## src/rtl/pipe_seq_pkg.sv

```systemverilog
// -----------------------------------------------------------------------------
// pipe_seq_pkg
// Shared definitions for the pipeline sequencer and the datapath that
// consumes its stage vector: FSM state encoding, default sizing and the
// canonical names of the first four pipeline phases.
// -----------------------------------------------------------------------------
package pipe_seq_pkg;

    // Sequencer FSM states
    typedef enum logic [1:0] {
        IDLE  = 2'd0,
        RUN   = 2'd1,
        DRAIN = 2'd2
    } state_t;

    // Default sizing
    localparam int DEF_NUM_STAGES = 4;
    localparam int DEF_CNT_W      = 32;

    // Canonical stage numbers for the classic 4-phase datapath
    localparam int STG_DECODE    = 0;
    localparam int STG_SETUP     = 1;
    localparam int STG_EXECUTE   = 2;
    localparam int STG_WRITEBACK = 3;

endpackage

```

## src/rtl/stage_onehot_dec.sv

```systemverilog
// -----------------------------------------------------------------------------
// stage_onehot_dec
// Combinational binary-to-one-hot decoder. Bit k of o_onehot is high when
// i_idx == k. Indices >= N decode to all zeros.
// Ports:
//   i_idx     W-bit binary stage index
//   o_onehot  N-bit one-hot vector
// -----------------------------------------------------------------------------
module stage_onehot_dec #(
    parameter int N = 4,
    parameter int W = $clog2(N)
) (
    input  logic [W-1:0] i_idx,
    output logic [N-1:0] o_onehot
);

    // Decode the binary index into a one-hot vector
    always_comb begin
        o_onehot = {N{1'b0}};
        for (int k = 0; k < N; k++) begin
            if (i_idx == W'(k)) begin
                o_onehot[k] = 1'b1;
            end else begin
                o_onehot[k] = 1'b0;
            end
        end
    end

endmodule

```

## src/rtl/pipeline_sequencer.sv

```systemverilog
// -----------------------------------------------------------------------------
// pipeline_sequencer
// Steps a single in-flight instruction through NUM_STAGES phases and presents
// the current phase both as a binary index and a one-hot vector. Supports
// stall (hold), flush (restart at stage 0), graceful halt (finish the current
// instruction, then go idle) and retire counting.
//
// Optional build macro: PIPE_SEQ_STALL_CNT_EN
//   defined   -> stall_count counts active, stalled, non-flushed cycles
//   undefined -> stall_count is tied to zero, no counter flops
//
// Ports:
//   clk           clock
//   reset         synchronous active-high reset
//   start         level; begins sequencing from IDLE
//   stall         hold the current stage this cycle
//   flush         abort current instruction, restart at stage 0
//   halt_req      pulse; stop once the current instruction retires
//   active        high in RUN or DRAIN
//   stage_idx     current stage number
//   stage_onehot  one-hot of stage_idx (valid even when idle)
//   stage_adv     stage advances at the end of this cycle
//   retire        last stage completes this cycle
//   retire_count  retired instruction count (wraps)
//   stall_count   stall cycle count (optional feature, else 0)
// -----------------------------------------------------------------------------
module pipeline_sequencer
    import pipe_seq_pkg::*;
#(
    parameter int NUM_STAGES = DEF_NUM_STAGES,
    parameter int STAGE_W    = $clog2(NUM_STAGES),
    parameter int CNT_W      = DEF_CNT_W
) (
    input  logic                  clk,
    input  logic                  reset,
    input  logic                  start,
    input  logic                  stall,
    input  logic                  flush,
    input  logic                  halt_req,
    output logic                  active,
    output logic [STAGE_W-1:0]    stage_idx,
    output logic [NUM_STAGES-1:0] stage_onehot,
    output logic                  stage_adv,
    output logic                  retire,
    output logic [CNT_W-1:0]      retire_count,
    output logic [CNT_W-1:0]      stall_count
);

    localparam logic [STAGE_W-1:0] LAST_STAGE = STAGE_W'(NUM_STAGES - 1);

    state_t               r_state;
    logic [STAGE_W-1:0]   r_stage_idx;
    logic [CNT_W-1:0]     r_retire_count;

    logic                 w_busy;
    logic                 w_stage_adv;
    logic                 w_retire;
    logic [STAGE_W-1:0]   w_stage_nxt;

    // RUN and DRAIN advance identically; only the exit condition differs.
    // Reset is folded in so the strobes read zero while reset is asserted.
    assign w_busy      = (r_state != IDLE);
    assign w_stage_adv = ~reset & w_busy & ~stall & ~flush;
    assign w_retire    = w_stage_adv & (r_stage_idx == LAST_STAGE);

    // Next stage index: flush wins over stall, stall wins over advance
    always_comb begin
        w_stage_nxt = r_stage_idx;
        if (!w_busy) begin
            w_stage_nxt = {STAGE_W{1'b0}};
        end else if (flush) begin
            w_stage_nxt = {STAGE_W{1'b0}};
        end else if (stall) begin
            w_stage_nxt = r_stage_idx;
        end else if (r_stage_idx == LAST_STAGE) begin
            w_stage_nxt = {STAGE_W{1'b0}};
        end else begin
            w_stage_nxt = r_stage_idx + STAGE_W'(1);
        end
    end

    // Sequencer FSM, stage register and retire counter
    always_ff @(posedge clk) begin
        if (reset) begin
            r_state        <= IDLE;
            r_stage_idx    <= {STAGE_W{1'b0}};
            r_retire_count <= {CNT_W{1'b0}};
        end else begin
            r_stage_idx <= w_stage_nxt;
            if (w_retire) begin
                r_retire_count <= r_retire_count + CNT_W'(1);
            end else begin
                r_retire_count <= r_retire_count;
            end
            case (r_state)
                IDLE: begin
                    // halt, stall and flush have no meaning while idle
                    if (start) begin
                        r_state <= RUN;
                    end else begin
                        r_state <= IDLE;
                    end
                end
                RUN: begin
                    // A halt coinciding with retire makes this the last one
                    if (halt_req && w_retire) begin
                        r_state <= IDLE;
                    end else if (halt_req) begin
                        r_state <= DRAIN;
                    end else begin
                        r_state <= RUN;
                    end
                end
                DRAIN: begin
                    if (w_retire) begin
                        r_state <= IDLE;
                    end else begin
                        r_state <= DRAIN;
                    end
                end
                default: begin
                    r_state <= IDLE;
                end
            endcase
        end
    end

`ifdef PIPE_SEQ_STALL_CNT_EN
    logic [CNT_W-1:0] r_stall_count;

    // Count cycles the pipe is held by stall (flush takes precedence)
    always_ff @(posedge clk) begin
        if (reset) begin
            r_stall_count <= {CNT_W{1'b0}};
        end else if (w_busy && stall && !flush) begin
            r_stall_count <= r_stall_count + CNT_W'(1);
        end else begin
            r_stall_count <= r_stall_count;
        end
    end

    assign stall_count = r_stall_count;
`else
    assign stall_count = {CNT_W{1'b0}};
`endif

    stage_onehot_dec #(
        .N (NUM_STAGES),
        .W (STAGE_W)
    ) u_onehot_dec (
        .i_idx    (r_stage_idx),
        .o_onehot (stage_onehot)
    );

    assign active       = w_busy;
    assign stage_idx    = r_stage_idx;
    assign stage_adv    = w_stage_adv;
    assign retire       = w_retire;
    assign retire_count = r_retire_count;

endmodule

```

## config.mk

```make
export PLATFORM = sky130hd
export DESIGN_NAME = pipeline_sequencer
export DESIGN_NICKNAME = d
export VERILOG_FILES = /design/src/rtl/pipe_seq_pkg.sv /design/src/rtl/stage_onehot_dec.sv /design/src/rtl/pipeline_sequencer.sv
export SDC_FILE = /design/constraint.sdc
export NUM_CORES = 1
export LEC_CHECK = 0
export BUFFER_PORTS_ARGS = -buffer_cell sky130_fd_sc_hd__buf_4
export CAP_MARGIN = 20
export CORE_UTILIZATION = 44
export DETAILED_ROUTE_END_ITERATION = 6
export PLACE_DENSITY = 0.76
export SLEW_MARGIN = 25
export SYNTH_ARGS = -nofsm -noshare
export SYNTH_HDL_FRONTEND = slang
export SYNTH_SLANG_ARGS = --single-unit
```

## constraint.sdc

```tcl
create_clock -name clk -period 2 [get_ports clk]
set_clock_uncertainty 0.1 [all_clocks]
set_input_delay 0.3 -clock clk [delete_from_list [all_inputs] [get_ports clk]]
set_output_delay 0.3 -clock clk [all_outputs]
set_load 0.005 [all_outputs]
```

# After elaboration in Yosys (flattened, before gate mapping)
# Index checks and enable logic that the tools add are counted.
[word_totals] regBits=36 in_bits=6 out_inout_bits=73 word_cells=33
[op_classes] add_sub_neg=2 n_eq_ne=5 n_mux=10 bitwise=8 n_reduce_logical=5
[op_table] op="32-bit by 1-bit adder with 32-bit output (second input constant)" count=1
[op_table] op="2-bit two-way mux" count=4
[op_table] op="2-bit == test (second input constant)" count=3
[op_table] op="2-bit case mux with 3 select lines" count=1
[op_table] op="1-bit two-way mux" count=5
[op_table] op="1-bit bitwise AND" count=4
[op_table] op="2-bit by 1-bit == test with 1-bit output (second input constant)" count=2
[op_table] op="2-bit logical NOT" count=2
[op_table] op="1-bit inverter" count=4
[op_table] op="3-bit OR reduction" count=1
[op_table] op="2-bit by 1-bit adder with 2-bit output (second input constant)" count=1
[op_table] op="2-bit nonzero test" count=1
[op_table] op="1-bit logical AND" count=1

# Depth between registers and ports, before layout
# Gate-level depths: netlist of the first run.
[depth] depth_word=8 mapped_depth=7 ltp_nobuf=5

# Hierarchy
# A second synthesis of the first run with hierarchy kept.
[hier_totals] hier_cells=235 hier_area_um2=2030.7
[modules_own_cells] mod="pipeline_sequencer" n_inst=1 cells_each=231 area_each_um2=2004.4 seq_area_each_um2=720.7
[modules_own_cells] mod="stage_onehot_dec" n_inst=1 cells_each=4 area_each_um2=26.3 seq_area_each_um2=0.0

# Worst setup path before layout of the first run
# No wires, ideal clock.
[synth_timing] path_type="reg2reg" start="register r_retire_count[10] (netlist: retire_count[10])" end="register r_retire_count[27] (netlist: retire_count[27])" setup_ps=71 t_arrival_ps=1817 required_ps=1829 setup_slack_ps=12 path_stages_with_launch=6 path_buffers=1 period_less_slack_ps=1988 cell_sequence="dfxtp_1 nand4_2 or4_4 buf_6 or4_1 a21oi_1"
[synth_between] elab_chain_len=1
[synth_rtl] item="start: declaration" line="pipeline_sequencer.sv:53" text="logic [CNT_W-1:0] r_retire_count;"
[synth_rtl] item="start signal: assignment" line="pipeline_sequencer.sv:87" text="r_retire_count <= {CNT_W{1'b0}};"
[synth_rtl] item="start signal: assignment" line="pipeline_sequencer.sv:91" text="r_retire_count <= r_retire_count + CNT_W'(1);"
[synth_rtl] item="start signal: assignment" line="pipeline_sequencer.sv:93" text="r_retire_count <= r_retire_count;"
[synth_rtl] item="32-bit by 1-bit adder with 32-bit output" line="pipeline_sequencer.sv:91"
# Every way passes these cells.
# A chain may end at the register's enable or synchronous reset.

# Worst setup path in the final report of the first run
[layout_timing] start="register r_retire_count[17] (netlist: retire_count[17])" end="register r_retire_count[23] (netlist: retire_count[23])"
# Same word-level chain as after synthesis.

==> results of run 1 <==
## logic make-up after synthesis
| group | after synthesis | synth area share [%] |
|---|---|---|
| AND/OR/NAND/NOR | 87 | 26.0 |
| buffers and inverters | 52 | 15.9 |
| AO/OA/AOI/OAI | 49 | 14.3 |
| flip-flops | 36 | 35.4 |
| multiplexers | 6 | 3.01 |
| adder cells (fa/ha/maj) | 5 | 3.07 |
| XOR/XNOR | 5 | 2.15 |
| other | 1 | 0.184 |
## cell usage in the layout (no fill, tap or decap), drive strengths merged, types with 2 or more instances in the layout
master / netlist / routed
and3: 4 / 4
mux2i: 5 / 5
nor2: 10 / 10
nor3: 5 / 5
and4: 5 / 5
or4: 19 / 19
inv: 6 / 6
clkbuf: 11 / 5
nand2: 9 / 9
nand3: 8 / 8
or3: 6 / 6
xor2: 4 / 4
and2: 2 / 2
conb: 1 / 32
nand4: 14 / 14
nand2b: 2 / 2
o31ai: 18 / 18
dfxtp: 36 / 36
ha: 5 / 5
buf: 35 / 75
o21ai: 6 / 6
a21oi: 25 / 25
## where the power goes
group,switching [W],total (W),leakage [nW],internal [W]
Combinational,0.0000429,0.0000679,0.743,0.0000249
Sequential,0.00000295,0.000722,0.294,0.000719
Clock,0.000267,0.000636,0.0541,0.000369
Total,0.000313,0.00143,1.09,0.00111
## per-layer routing
layer  vias to the layer above  GRT usage (%)
li1                        962              -
met1                       914           22.5
met2                        70           30.6
met3                         7           5.77
met4                         0           5.33
met5                         -              0
## cells in the mapped netlist (2+ instances only)
cell type  instances
a21oi_1           25
and2_1             2
and3_1             4
and4_1             5
buf_4             32
clkbuf_1          11
dfxtp_1           36
ha_1               5
inv_1              6
mux2i_1            5
nand2_1            9
nand2b_1           2
nand3_1            8
nand4_1           13
nor2_1            10
nor3_1             5
o21ai_0            6
o31ai_1           18
or3_1              6
or4_1             18
xor2_1             4
## layout make-up
type / instances / area (µm²)
repair buffers: 75 / 579
inverters: 6 / 22.5
well taps: 52 / 65.1
fillers: 402 / 1780
multi-input cells: 184 / 1130
clock inverters: 3 / 42.5
clock buffers: 5 / 68.8
flip-flops and latches: 36 / 729
## state kept, by name (all words and copies together), names as in the netlist
signal,count
retire_count,32
r_state,2
stage_idx,2
## repair_timing
action,in CTS,in global routing
buffers inserted,0,1
endpoints found under the setup margin,0,17
gates resized for setup,0,14
## stage by stage
step | utilization, % | setup TNS [ps] | hold slack, ps | setup slack (ps)
floorplan | - | 0 | 326 | 12.3
global placement | 56.3 | 0 | 333 | 44.6
detailed placement | 56.3 | 0 | 352 | 15.3
CTS | 58.8 | 0 | 200 | 0.182
global route | 59.8 | -128 | 232 | -34.8
finish | 59.8 | 0 | 198 | 69.4
## path summary, 6_finish.rpt
check | startpoint | to | slack, ps | cells after the start
worst max-delay path | retire_count[17] | retire_count[23] | 70 | 4
worst min-delay path | start | r_state[0] | 200 | 3
worst max register to register | retire_count[17] | retire_count[23] | 70 | 4
worst min register to register | r_state[1] | r_state[0] | 360 | 1
## worst max-delay path, stage by stage, from the launching register on
cell and delay (ps):
dfxtp_2 340, nand4_1 100, or4_4 670, or4_1 520, a21oi_2 140
==> impl_metrics.toml, run 1 <==
[power_and_ir_drop]
power_leakage_nw = 1.09
power.density_nw_per_um2 = 541
peakVddDrop_mv = 0.557
total_power_w = 0.00143

[timing]
final.period_utilization_pct = 96.5
fmax_mhz = 518
setup_viol = 0
fin_crit_ps = 1930
rsz0062_at_grt = "yes"
hold_viol = 0
slew_violations = 0

[status]
status = "finished, final reports clean"

[logic_synthesis]
synth_ff_type = "dfxtp_1"
synth-warning-count = 0
syn_area_um2 = 2040
synth.area.top_cells = "dfxtp_1, buf_4, o31ai_1"
synth-seq-cells = 36
synth_edf_count = 0
yosysTopAreaCell = "dfxtp_1"
async_reset_ff_share_pct = 0
synth_seq_area_share_pct = 35.4
yosysTopAreaCellShare_pct = 35.4
synth_area_per_cell_um2 = 8.45
ys_types = 32
syn_inst = 241

[clock_network]
clk_path_buf_depth = 2
clock_sinks = 36
htreeDepth = 2
hold_buffers = 0
cts_tree = "built"
cts_buffers = 5
clkTransAtPathRegs_ps = 80
root_buffer = "clkbuf_8"
clk_latency_ps = 290

[hold_path]
hp-class = "input port to register"

[setup_path]
crit_arrival_ps = 2060
crit_path_start_kind = "register"
crit_type = "register to register"
required_ps = 2130
critPathCaptureType = "register"
worst-path-max-fanout = 22

[grt]
grt_first_pass_wirelength_um = 7360
grt_pass1_vias = 1649
grt.total_usage_pct = 18.3
grt_max_degree = 35
grt_antenna_before_repair = 0
grt-ovfl-total = 0

[routing]
vias = 1953
ant_nets = 0
vias_per_cell = 5.41
wl_met3_um = 302
drt-wirelength-per-cell_um = 12.4
met1_length_um = 1950
wl_met2_um = 2160
drt_iter0_markers = 139
drt-pass1-iter-count = 4
drc = 0
drt-total-wl_um = 4460
top_layer = "met4"

[floorplanning]
ios = 79
die_w_um = 70.0
die_h_um = 70.0
dieArea_um2 = 4910
start_util_pct = 46.1
fp.coreArea_um2 = 4410
rows = 24

[place]
placed_area_um2 = 2480
dpl.cell_count = 352
hpwl_um = 3160
port_buffers = 46
place_congestion = 0.751

[final_layout]
final_nets = 319
areaGrowthSynthToFinish_pct = 29.5
drive_gt1_share_pct = 32.4
diodes = 0
final_cell_count_no_fill = 361
final_area_um2 = 2640

[run]
drv_cap = 0
(Power assumes the default switching activity.)
==> run 2: changes to the inputs <==
--- a/config.mk
+++ b/config.mk
@@ -10,7 +10,9 @@
 export CORE_UTILIZATION = 44
 export DETAILED_ROUTE_END_ITERATION = 6
 export PLACE_DENSITY = 0.76
+export SETUP_SLACK_MARGIN = 0.3
 export SLEW_MARGIN = 25
 export SYNTH_ARGS = -nofsm -noshare
 export SYNTH_HDL_FRONTEND = slang
+export SYNTH_HIERARCHICAL = 1
 export SYNTH_SLANG_ARGS = --single-unit
==> run 2 against run 1 <==
Net effect:
- synthesized area decreased by 0.31%
- largest cell class unchanged
- critical path type unchanged
- routed wire length increased by 10%
- hold slack got worse by 4.9 ps
==> impl_metrics.toml, run 2 <==
[status]
status = "finished, final reports clean"

[power_and_ir_drop]
power_leakage_nw = 1.28
peakVddDrop_mv = 0.306
power.density_nw_per_um2 = 468
total_power_w = 0.00132

[logic_synthesis]
syn_area_um2 = 2030
async_reset_ff_share_pct = 0
yosysTopAreaCellShare_pct = 35.5
synth.most_common_cell = "dfxtp_1"
synth_seq_area_share_pct = 35.5
synth_ff_type = "dfxtp_1"
synth-warning-count = 6
synth-seq-cells = 36
yosys-top-cells-count = "dfxtp_1, buf_4, nor2_1"
syn_inst = 235
synth_area_per_cell_um2 = 8.64
synth_edf_count = 0
synth.area.top_cells = "dfxtp_1, buf_4, xnor2_1"
ys_types = 36
yosysTopAreaCell = "dfxtp_1"

[floorplanning]
dieArea_um2 = 4890
fp.coreArea_um2 = 4380
die_h_um = 69.9
rows = 24
ios = 79
start_util_pct = 46.3
die_w_um = 69.9

[grt]
grt_first_pass_wirelength_um = 7250
grt_pass1_vias = 1575
grt-ovfl-total = 0
grt.total_usage_pct = 18.3
grt.busiest_layer = "met2"
grt_max_degree = 35
use_met1_pct = 22.8
met3_usage_pct = 4.47
met2_usage_pct = 31.2
grt_antenna_before_repair = 0

[timing]
fmax_mhz = 579
final.period_utilization_pct = 86.4
rsz0062_at_grt = "yes"
fin_crit_ps = 1730
setup_viol = 0
hold_viol = 0
slew_violations = 0
totalNegativeSetupSlack_ps = 0

[setup_path]
critical_path.cell_chain = "ha_4 > and3b_1 > nand4_1 > buf_4 > buf_6 > nor3_4 > xnor2_1 > nor2_1"
crit_path_start_kind = "register"
worst-path-max-fanout = 5
required_ps = 2070
critPathCaptureType = "register"
crit_type = "register to register"
slowest_stage = "dfxtp_2"
crit_arrival_ps = 1800
critPathMaxStageDelay_ps = 360

[clock_network]
clk_path_buf_depth = 2
hold_buffers = 0
cts_buffers = 5
clock_sinks = 36
htreeDepth = 2
root_buffer = "clkbuf_8"
clkTransAtPathRegs_ps = 70
cts_tree = "built"
clk_latency_ps = 290

[final_layout]
final_cell_count_no_fill = 355
layout_commonest_cell = "buf_4"
drive_gt1_share_pct = 41.6
largest_reg_flops = 32
utilization_pct = 64.3
areaGrowthSynthToFinish_pct = 38.8
diodes = 0
final_area_um2 = 2820
final_cell_mix = "buf_4, conb_1, nor2_1"
final_nets = 310

[routing]
drc = 0
drt_iter0_markers = 47
drt-total-wl_um = 4920
ant_nets = 0
vias_per_cell = 4.97
vias = 1765
drt-wirelength-per-cell_um = 13.9
drt-pass1-iter-count = 4

[place]
placed_area_um2 = 2330
port_buffers = 46
place_congestion = 0.735
dpl.cell_count = 327
hpwl_um = 2900

[run]
drv_cap = 0

[hold_path]
hp-class = "input port to register"
[run 2: changes by cell type in the layout (fill, tap and decap cells not counted), moves of 10 or more]
cell / delta
o31ai_1: -18
or4_1: -17
nor4_4: +10
xnor2_1: +22
nor2_1: +21
a21oi_1: -19
[run 2: area by class of cell]
cell class / instances / area [µm²]
well taps: 52 / 65.1
inverters: 9 / 33.8
multi-input cells: 179 / 1320
repair buffers: 71 / 563
fillers: 370 / 1570
clock buffers: 8 / 90.1
flip-flops and latches: 36 / 746
[run 2: critical path: cells and delay by family (launching register included)]
| family | cells | cell delay, ps |
|---|---|---|
| XOR/XNOR | 1 | 140 |
| AND/OR/NAND/NOR | 4 | 560 |
| adder cells (fa/ha/maj) | 1 | 140 |
| buffers and inverters | 2 | 310 |
| flip-flops | 1 | 360 |
[run 2: routing by layer]
| layer | up-vias | wire [µm] | part of all wire (%) |
|---|---|---|---|
| li1 | 857 | - | - |
| met1 | 847 | 1970 | 40 |
| met2 | 52 | 2640 | 54 |
| met3 | 9 | 222 | 4.5 |
| met4 | 0 | 82 | 1.7 |
| met5 | - | 0 | 0 |
[run 2: repair_timing]
item,in CTS,in global routing
buffers inserted,14,4
pin swaps,6,8
cloned,1,1
endpoints found under the setup margin,19,26
resized for setup,21,38
[run 2: worst paths after layout]
| path | from | to | slack, ps | cells past startpoint |
|---|---|---|---|---|
| worst min register to register | r_state[1] | r_state[0] | 360 | 1 |
| worst min-delay path | start | r_state[0] | 190 | 3 |
| worst max register to register | retire_count[0] | retire_count[22] | 270 | 8 |
| worst max-delay path | retire_count[0] | retire_count[22] | 270 | 8 |
[run 2: cells by family (layout without fill, tap and decap cells)]
group | count (synthesis) | in the layout | synth area share (%)
adder cells (fa/ha/maj) | 2 | 2 | 1.23
XOR/XNOR | 25 | 25 | 10.8
AO/OA/AOI/OAI | 11 | 11 | 2.71
AND/OR/NAND/NOR | 103 | 104 | 30.7
other | 1 | 32 | 0.185
flip-flops | 36 | 36 | 35.5
buffers and inverters | 52 | 88 | 16.3
multiplexers | 5 | 5 | 2.53
[run 2: report_power, final]
| group | internal, W | switching (W) |
|---|---|---|
| Sequential | 0.000715 | 0.00000327 |
| Combinational | 0.0000252 | 0.0000440 |
| Clock | 0.000281 | 0.000252 |
[run 2: metrics by stage]
stage                     setup WS [ps]  hold slack, ps
after CTS                           280             195
after detailed placement            156             342
after global placement              196             336
after global routing                163             243
final                               271             193
after floorplan                     342             326
